## config.mk

```make
export PLATFORM = sky130hd
export DESIGN_NAME = ifu_fetch
export DESIGN_NICKNAME = d
export VERILOG_FILES = /design/src/rtl/ifu_pkg.sv /design/src/rtl/ifu_fetch.sv
export SDC_FILE = /design/constraint.sdc
export NUM_CORES = 1
export LEC_CHECK = 0
export BUFFER_PORTS_ARGS = -buffer_cell sky130_fd_sc_hd__buf_2
export CAP_MARGIN = 30
export CORE_MARGIN = 2
export CORE_UTILIZATION = 49
export DETAILED_ROUTE_END_ITERATION = 6
export GPL_TIMING_DRIVEN = 0
export PLACE_DENSITY = 0.8
export SLEW_MARGIN = 20
export SYNTH_ARGS = -nofsm -noshare
export SYNTH_HDL_FRONTEND = slang
export SYNTH_SLANG_ARGS = --single-unit
```

## constraint.sdc

```tcl
create_clock -name clk -period 2.75 [get_ports clk]
set_input_delay 0.825 -clock clk [delete_from_list [all_inputs] [get_ports clk]]
set_output_delay 0.825 -clock clk [all_outputs]
set_load 0.02 [all_outputs]
```

## src/rtl/ifu_pkg.sv

```systemverilog
// Shared definitions for the instruction fetch unit and the downstream decoder.
package ifu_pkg;

    typedef enum logic [1:0] {
        S_REQ   = 2'd0,
        S_WAIT  = 2'd1,
        S_HOLD  = 2'd2,
        S_DRAIN = 2'd3
    } state_t;

    localparam logic [31:0] RESET_PC_DEFAULT = 32'h8000_0000;
    localparam logic [31:0] NOP_INST         = 32'h0000_0013;

    localparam int OP_LSB = 0;
    localparam int F3_LSB = 12;
    localparam int F7_LSB = 25;

    function automatic logic is_misaligned(input logic [1:0] addr_lsb);
        return addr_lsb != 2'b00;
    endfunction

endpackage

```

## src/rtl/ifu_fetch.sv

```systemverilog
// Instruction fetch: PC register, single-outstanding memory reads and a one-entry
// output buffer toward decode, with redirect handling that drains stale fetches.
//
//  state   | meaning
//  --------+-----------------------------------------------------------
//  S_REQ   | request for pc presented, waiting for req_ready
//  S_WAIT  | request accepted, waiting for its response
//  S_HOLD  | instruction buffered, inst_valid high until decode takes it
//  S_DRAIN | a stale request is in flight; its response is discarded
module ifu_fetch
    import ifu_pkg::*;
#(
    parameter int              XLEN     = 32,
    parameter logic [XLEN-1:0] RESET_PC = XLEN'(RESET_PC_DEFAULT)
) (
    input  logic            clk,
    input  logic            rst_n,
    output logic            req_valid,
    input  logic            req_ready,
    output logic [XLEN-1:0] req_addr,
    input  logic            resp_valid,
    input  logic [31:0]     resp_data,
    input  logic            resp_err,
    output logic            inst_valid,
    input  logic            inst_ready,
    output logic [31:0]     inst,
    output logic [XLEN-1:0] inst_pc,
    output logic            inst_fault,
    output logic [6:0]      op,
    output logic [2:0]      funct3,
    output logic [6:0]      funct7,
    input  logic            redirect_valid,
    input  logic [XLEN-1:0] redirect_pc
);

    state_t          state;
    logic [XLEN-1:0] pc;
    logic [XLEN-1:0] inst_pc_q;
    logic [31:0]     inst_q;
    logic            fault_q;
    logic            inst_valid_q;
    logic            drop;
    logic            run;
    logic            accept;
    logic            redir_mis;
    logic            busy;

    assign accept    = req_valid && req_ready;
    assign redir_mis = redirect_valid && is_misaligned(redirect_pc[1:0]);

    // True when a response for an already-issued request will still arrive after this cycle.
    always_comb begin
        busy = 1'b0;
        case (state)
            S_REQ:   busy = accept;
            S_WAIT:  busy = !resp_valid;
            S_HOLD:  busy = drop && !resp_valid;
            S_DRAIN: busy = !resp_valid;
            default: busy = 1'b0;
        endcase
    end

    always_ff @(posedge clk or negedge rst_n) begin
        if (!rst_n) begin
            state        <= S_REQ;
            pc           <= RESET_PC;
            inst_q       <= '0;
            inst_pc_q    <= '0;
            fault_q      <= 1'b0;
            inst_valid_q <= 1'b0;
            drop         <= 1'b0;
            run          <= 1'b0;
        end else begin
            run <= 1'b1;
            if (redirect_valid) begin
                pc <= redirect_pc;
                if (redir_mis) begin
                    // Misaligned target: no fetch, hand decode a faulting nop directly.
                    state        <= S_HOLD;
                    drop         <= busy;
                    inst_valid_q <= 1'b1;
                    inst_q       <= NOP_INST;
                    inst_pc_q    <= redirect_pc;
                    fault_q      <= 1'b1;
                end else begin
                    state        <= busy ? S_DRAIN : S_REQ;
                    drop         <= 1'b0;
                    inst_valid_q <= 1'b0;
                end
            end else begin
                case (state)
                    S_REQ: begin
                        if (accept) state <= S_WAIT;
                    end
                    S_WAIT: begin
                        if (resp_valid) begin
                            state        <= S_HOLD;
                            inst_valid_q <= 1'b1;
                            inst_q       <= resp_err ? NOP_INST : resp_data;
                            inst_pc_q    <= pc;
                            fault_q      <= resp_err;
                        end
                    end
                    S_HOLD: begin
                        if (inst_ready) begin
                            pc           <= pc + XLEN'(4);
                            inst_valid_q <= 1'b0;
                            drop         <= 1'b0;
                            state        <= busy ? S_DRAIN : S_REQ;
                        end else begin
                            drop <= busy;
                        end
                    end
                    S_DRAIN: begin
                        if (resp_valid) state <= S_REQ;
                    end
                    default: state <= S_REQ;
                endcase
            end
        end
    end

    assign req_valid  = run && (state == S_REQ);
    assign req_addr   = pc;
    assign inst_valid = inst_valid_q;
    assign inst       = inst_q;
    assign inst_pc    = inst_pc_q;
    assign inst_fault = fault_q;
    assign op         = inst_q[OP_LSB +: 7];
    assign funct3     = inst_q[F3_LSB +: 3];
    assign funct7     = inst_q[F7_LSB +: 7];

endmodule
```

# After elaboration in Yosys (flattened, before gate mapping)
# Index checks and enable logic that the tools add are counted.
classes:
  n_addsub: 1
  n_eq_ne: 8
  muxes: 34
  n_reduce_logical: 17
op_table:
  columns: ["operator", "n"]
  rows:
  - ["32-bit 2-to-1 mux", 12]
  - ["32-bit by 3-bit adder with 32-bit output, second input constant", 1]
  - ["2-bit 2-to-1 mux", 7]
  - ["1-bit 2-to-1 mux", 12]
  - ["3-bit inequality test, second input constant", 4]
  - ["2-bit nonzero test", 5]
  - ["2-bit case mux with 4 select lines", 1]
  - ["3-bit AND reduction", 2]
  - ["2-bit equality test, second input constant", 2]
  - ["1-bit logical AND", 4]
  - ["4-bit AND reduction", 1]
  - ["1-bit case mux with 3 select lines", 1]
  - ["3-bit nonzero test", 1]
  - ["2-bit by 1-bit equality test with 1-bit output, second input constant", 1]
  - ["2-bit logical NOT", 1]
  - ["2-bit by 1-bit inequality test with 1-bit output, second input constant", 1]
  - ["1-bit case mux with 2 select lines", 1]
  - ["2-bit AND reduction", 1]
  - ["2-bit OR reduction", 1]
  - ["1-bit logical NOT", 1]
totals:
  register_bits: 102
  wordCells: 68

# Depth between registers and ports, before layout
# Gate-level depths: netlist of the first run.
logic_depth:
  ltp_word: 8
  mapped_depth: 7

# Worst setup path before layout of the first run
# Ideal clock, no wire load.
synth_path:
  kind: "input port to flip-flop"
  startpoint: "in inst_ready"
  endpoint: "reg pc[27] (netlist: req_addr[27])"
  setup_time_ns: 0.082
  arrival_time_ns: 2.273
  setup_slack_ns: 0.395
  cell_stages: 6
  n_path_buf: 2
  path_cell_list: "nand3b_1 buf_4 or4_1 buf_2 or4_1 a31oi_1"
synth_via:
  elab_chain_len: 2
synth_lines:
  columns: ["element", "line_no", "text"]
  rows:
  - ["start, declared", "ifu_fetch.sv:25", "input logic inst_ready,"]
  - ["2-bit nonzero test (no source line)", null, null]
  - ["2-bit AND reduction (no source line)", null, null]
  - ["end signal, assigned", "ifu_fetch.sv:76", "pc <= redirect_pc;"]
  - ["end signal, assigned", "ifu_fetch.sv:106", "pc <= pc + XLEN'(4);"]
  - ["end, declared", "ifu_fetch.sv:37", "logic [XLEN-1:0] pc;"]
# No other way between the ends.
# A chain may end at the register's enable or synchronous reset.

# Worst setup path in the final report of the first run
layout_path:
  startpoint: "in redirect_valid"
  endpoint: "reg inst_pc_q[9] (netlist: inst_pc[9])"
layout_via:
  elab_chain_len: 3
layout_lines:
  columns: ["element", "line_no", "text"]
  rows:
  - ["start, declared", "ifu_fetch.sv:32", "input logic redirect_valid,"]
  - ["1-bit logical AND", "ifu_fetch.sv:49", "assign redir_mis = redirect_valid && is_misaligned(redirect_pc[1:0]);"]
  - ["2-bit by 1-bit inequality test with 1-bit output (no source line)", null, null]
  - ["3-bit AND reduction (no source line)", null, null]
  - ["end signal, assigned", "ifu_fetch.sv:83", "inst_pc_q <= redirect_pc;"]
  - ["end signal, assigned", "ifu_fetch.sv:100", "inst_pc_q <= pc;"]
  - ["end, declared", "ifu_fetch.sv:38", "logic [XLEN-1:0] inst_pc_q;"]
# Several ways; a longest one is shown, not always the timed one.

==> out/results.ini, run 1 <==
[timing]
tns_ns=0
max_freq_mhz=372
worstMarginPinSlew_ns=0.812
setup_viol=0
layout_setup_ws_ns=0.0590
min_period_ns=2.69
grt_setup_unrepaired=no
maxSlewHeadroom_pct=45.3
fin_crit_sh_pct=97.9
hold_viol=0
slew_violations=0
skew_ns=0.00960

[yosys]
syn-instance-count=481
synth-seq-area-share_pct=52.8
netlist_area_sq_mm=0.00484
synth.distinct_cells=57
synth_nets=553
synthArstFlopShare_pct=100
synth_area_leaders=dfrtp_1 52%, a22o_1 5.4%, nand2_1 5.4%, mux2i_1 3.1%, o21ai_0 3.1%
synth-edff-count=0
netlist.area_leader.share_pct=52.2
ys_dominant_reg_cell=dfrtp_1
synth-warning-count=0
synth_seq_cells=102
yosysTopAreaCell=dfrtp_1
synth.avg_cell_area_sq_um=10.1

[routing]
drtIter0Drc=284
viasPerCell=5.66
num_vias=4629
ant_nets=0
avgRoutedWirePerCell_um=17.9
post-route-drc-count=0
drt_first_pass_iters=5
routed_wl_um=14600

[flow_run]
drv_cap=0

[power_and_ir_drop]
clock_power_share_pct=28.1
p_switching_w=0.00120
ir_drop_mv=0.319
pwr-share-comb_pct=23.6
seqPwrFrac_pct=48.3
p_int_w=0.00250
powerDensity_mw_per_mm2=597
leakagePower_nw=3.05
fin_total_pwr_w=0.00370
power_switching_share_pct=32.3

[placement]
placed_area_sq_mm=0.00598
port_buffers=186
hpwl_um=10800
dp.cells=802
routabilityCongestion=0.899
pre_cts_ws_ns=-0.237

[global_route]
antenna_found_initial=0
grt_pass1_vias=4323
grt-ovfl-total=0
grt_max_degree=71
grt_use_total_pct=26.7
grt_pass1_wl_um=21600

[clocking]
post_cts_buffers=0
cts_tree=yes
root_buffer=clkbuf_8
htreeDepth=3
clk_latency_ns=0.37
clk_pin_slew_worst_paths_ns=0.09
clockBufferDepth=2
cts-resized-gates=0
clock_sinks=102
holdBufCountCts=0
cts_buffers=9

[floorplan]
die_x_um=103
die-area_sq_mm=0.0107
die_h_um=103
initial_core_util_pct=50.0
core_sq_mm=0.00968
io_pins=187
rows=36

[finish]
design_area_sq_mm=0.00619
n_antenna_cell=0
fill_cells=823
final_cell_mix=190 x buf_2, 101 x dfrtp_1, 69 x nand2_1
fin_cells=818
final_common_cell=buf_2
area_growth_pct=27.9
drive_above_1_share_pct=33.7
fin_nets=752

[worst_setup_path]
required_ns=3.03
crit_type=input port to flip-flop
endpoint_kind=flip-flop
worst-path-max-fanout=10
r2r_slack_ns=0.48
worstSetupStartpointType=input port
critPathArrivalTime_ns=2.97

[status]
status=finished clean

[hold_path]
hp-class=input port to asynchronous set/reset pin

## worst max-delay path: stages
cell	delay (ns)
buf_2	0.18
clkbuf_1	0.50
clkbuf_1	0.51
clkbuf_1	0.55
nand2_1	0.18
a31oi_1	0.22
## power groups by stage
stage / registers (W) / logic (W) / clock network, W
after floorplan: 0.00197 / 0.000334 / 0
after global placement: 0.00180 / 0.000849 / 0
after detailed placement: 0.00181 / 0.000872 / 0
after CTS: 0.00178 / 0.000874 / 0.00106
after global routing: 0.00180 / 0.000949 / 0.00111
final: 0.00178 / 0.000872 / 0.00104
## final timing paths
path	start	to	cells after the start
setup / recovery	redirect_valid	inst_pc[9]	6
setup reg to reg	state[1]	req_addr[24]	6
min in group clk	inst_pc[30]	inst_pc[30]	2
hold / removal	rst_n	inst_pc[27]	1
max in group asynchronous	rst_n	req_addr[31]	2
hold reg to reg	inst_pc[30]	inst_pc[30]	2
## area by class of cell
cell class	instances	area, sq um	share of cell area, %
well taps	133	166	2.69
clock inverters	3	67.6	1.09
multi-input cells	321	2000	32.2
repair buffers	188	970	15.7
clock buffers	13	149	2.40
flip-flops and latches	102	2550	41.2
inverters	8	30.0	0.485
plain buffers	50	262	4.22
## logic make-up after synthesis
group / after synthesis / share of synthesized area, %
AO/OA/AOI/OAI: 125 / 18.5
XOR/XNOR: 7 / 1.27
adder cells (fa/ha/maj): 1 / 0.258
buffers and inverters: 58 / 6.02
flip-flops: 102 / 52.8
multiplexers: 18 / 3.80
other: 1 / 0.0775
AND/OR/NAND/NOR: 169 / 17.4
## per-stage QoR
step                utilization [%]  hold WS [ns]
floorplan                         -         0.524
global placement               61.3         0.448
detailed placement             61.7         0.456
CTS                            64.0         0.326
global route                   64.0         0.339
finish                         64.0         0.330
## per-layer routing
layer,wire [um],track usage (%),vias to the layer above
li1,-,-,2142
met1,6130,34.4,2245
met2,6990,44.1,212
met3,1140,5.11,30
met4,362,11.6,0
met5,0,0,-
## cells in the mapped netlist (5+ instances only)
cell / number
a21oi_1: 5
a22o_1: 30
a31oi_1: 18
and3_1: 5
buf_4: 18
clkbuf_1: 23
dfrtp_1: 101
inv_1: 7
mux2i_1: 15
nand2_1: 69
nand3_1: 11
nand4_1: 7
nor2_1: 29
nor2b_1: 5
nor3_1: 6
nor4_1: 5
o211ai_1: 5
o21ai_0: 30
o31ai_1: 5
or3_1: 5
or4_1: 9
xnor2_1: 5
## state kept, by name, indices dropped and copies added (netlist names)
signal / flops
inst: 32
inst_pc: 32
req_addr: 32
state: 2
drop: 1
inst_fault: 1
inst_valid: 1
run: 1
(Power assumes the default switching activity.)
==> run 2, diff against run 1 <==
--- a/config.mk
+++ b/config.mk
@@ -7,11 +7,13 @@
 export LEC_CHECK = 0
 export BUFFER_PORTS_ARGS = -buffer_cell sky130_fd_sc_hd__buf_2
 export CAP_MARGIN = 30
+export CELL_PAD_IN_SITES_DETAIL_PLACEMENT = 1
+export CELL_PAD_IN_SITES_GLOBAL_PLACEMENT = 2
 export CORE_MARGIN = 2
-export CORE_UTILIZATION = 49
+export CORE_UTILIZATION = 29
 export DETAILED_ROUTE_END_ITERATION = 6
 export GPL_TIMING_DRIVEN = 0
-export PLACE_DENSITY = 0.8
+export PLACE_DENSITY_LB_ADDON = 0.1
 export SLEW_MARGIN = 20
 export SYNTH_ARGS = -nofsm -noshare
 export SYNTH_HDL_FRONTEND = slang
==> run 2 against run 1 <==
Net effect: sequential cell count is the same; clock-buffer cell count shrank 3; utilization shrank 25 points; first-iteration DRC count shrank 36%; fmax grew 4.2%; global-route usage shrank 6.9 points; design area grew 3.2%; register-to-register slack lost 0.06 ns; clock power grew 31%; via count shrank 1.3%; worst setup slack gained 0.11 ns; die area grew 66%; critical endpoint is now inst_pc[12]; highest routed layer unchanged.
==> out/results.ini, run 2 (same netlist as run 1, synthesis figures left out) <==
[timing]
slew_violations=0
maxSlewHeadroom_pct=43.6
layout_setup_ws_ns=0.167
skew_ns=0.00908
tns_ns=0
hold_viol=0
min_period_ns=2.58
grt_setup_unrepaired=no
setup_viol=0
worstMarginPinSlew_ns=0.838
max_freq_mhz=387
fin_crit_sh_pct=93.9

[flow_run]
drv_cap=0

[routing]
drtIter0Drc=181
viasPerCell=5.07
routed_wl_um=17100
drt_first_pass_iters=4
avgRoutedWirePerCell_um=19.0
ant_nets=0
num_vias=4567
post-route-drc-count=0

[finish]
drive_above_1_share_pct=34.6
fin_cells=900
final_common_cell=buf_2
n_antenna_cell=0
fin_nets=751
final_cell_mix=189 x buf_2, 101 x dfrtp_1, 69 x nand2_1
area_growth_pct=32.0
design_area_sq_mm=0.00639

[power_and_ir_drop]
powerDensity_mw_per_mm2=631
fin_total_pwr_w=0.00403
ir_drop_mv=0.295
leakagePower_nw=3.11

[floorplan]
core_sq_mm=0.0165
rows=47
die_x_um=133
initial_core_util_pct=29.4
die-area_sq_mm=0.0177
io_pins=187
die_h_um=133

[status]
status=finished clean

[worst_setup_path]
worstSetupStartpointType=input port
critPathArrivalTime_ns=2.79
crit_start=redirect_pc[0]
endpoint_kind=flip-flop
reg2regPathDepth=6
crit_type=input port to flip-flop
reg2reg_to=req_addr[24]
worst-path-max-fanout=10
r2r_slack_ns=0.42
required_ns=2.95
r2r-start=state[1]

[clocking]
cts_buffers=9
clock_sinks=102
root_buffer=clkbuf_16
clk_latency_ns=0.35
holdBufCountCts=0
htreeDepth=3
clockBufferDepth=2
clk_pin_slew_worst_paths_ns=0.07
cts_tree=yes

[placement]
pre_cts_ws_ns=-0.482
port_buffers=186
routabilityCongestion=0.805
placed_area_sq_mm=0.00609
hpwl_um=12800
dp.cells=888

[global_route]
antenna_found_initial=0
grt_use_total_pct=19.8
grt_pass1_wl_um=27300
grt_pass1_vias=4741
grt-ovfl-total=0
grt_max_degree=76

[hold_path]
hp-class=input port to asynchronous set/reset pin

run 2: report_power, final:
part           switching (W)  internal, W  total (W)  leakage [nW]
registers           0.000131      0.00165    0.00178          1.26
clock network       0.000559     0.000803    0.00136         0.146
logic               0.000576     0.000312   0.000888          1.70
total                0.00127      0.00277    0.00403          3.11
run 2: critical path, stage by stage:
cell and delay, ns:
buf_2 0.11, o21ai_0 0.56, o21a_1 0.21, clkbuf_1 0.45, clkbuf_1 0.45, o21ai_0 0.16
run 2: area by class of cell:
| class | count | area, sq um |
|---|---|---|
| Tap cell | 220 | 275 |
| Timing Repair Buffer | 187 | 965 |
| Buffer | 50 | 268 |
| Clock inverter | 2 | 60.1 |
| Multi-Input combinational cell | 321 | 2000 |
| Inverter | 8 | 30.0 |
| Sequential cell | 102 | 2550 |
| Clock buffer | 10 | 239 |
| Fill cell | 1940 | 10100 |
run 2: what timing repair did:
| item | CTS | global route |
|---|---|---|
| hold endpoints to repair | 0 | 0 |
| resized for setup | 1 | 8 |
| setup buffers | 0 | 0 |
| setup endpoints to repair | 8 | 31 |
run 2: worst max-delay path by stage:
stage,to,slack (ns),cells past startpoint
3_5_place_dp,inst_pc[3],-0.48,6
3_3_place_gp,inst_pc[5],-0.42,1
2_1_floorplan,req_addr[27],0.40,6
6_report,inst_pc[12],0.17,6
4_1_cts,inst_pc[5],0.006,6
5_1_grt,inst_pc[13],0.03,6
run 2: layer usage:
metal / global-route usage, % / up-vias / routed length, um
li1: - / 2131 / -
met1: 27.1 / 2289 / 8120
met2: 32.7 / 137 / 8030
met3: 3.31 / 10 / 840
met4: 5.14 / 0 / 147
met5: 0 / - / 0
run 2: per-stage QoR:
| stage | hold WS [ns] | util (%) |
|---|---|---|
| after floorplan | 0.524 | - |
| after global placement | 0.453 | 36.7 |
| after detailed placement | 0.459 | 37.0 |
| after CTS | 0.351 | 38.8 |
| after global routing | 0.357 | 38.8 |
| final | 0.351 | 38.8 |
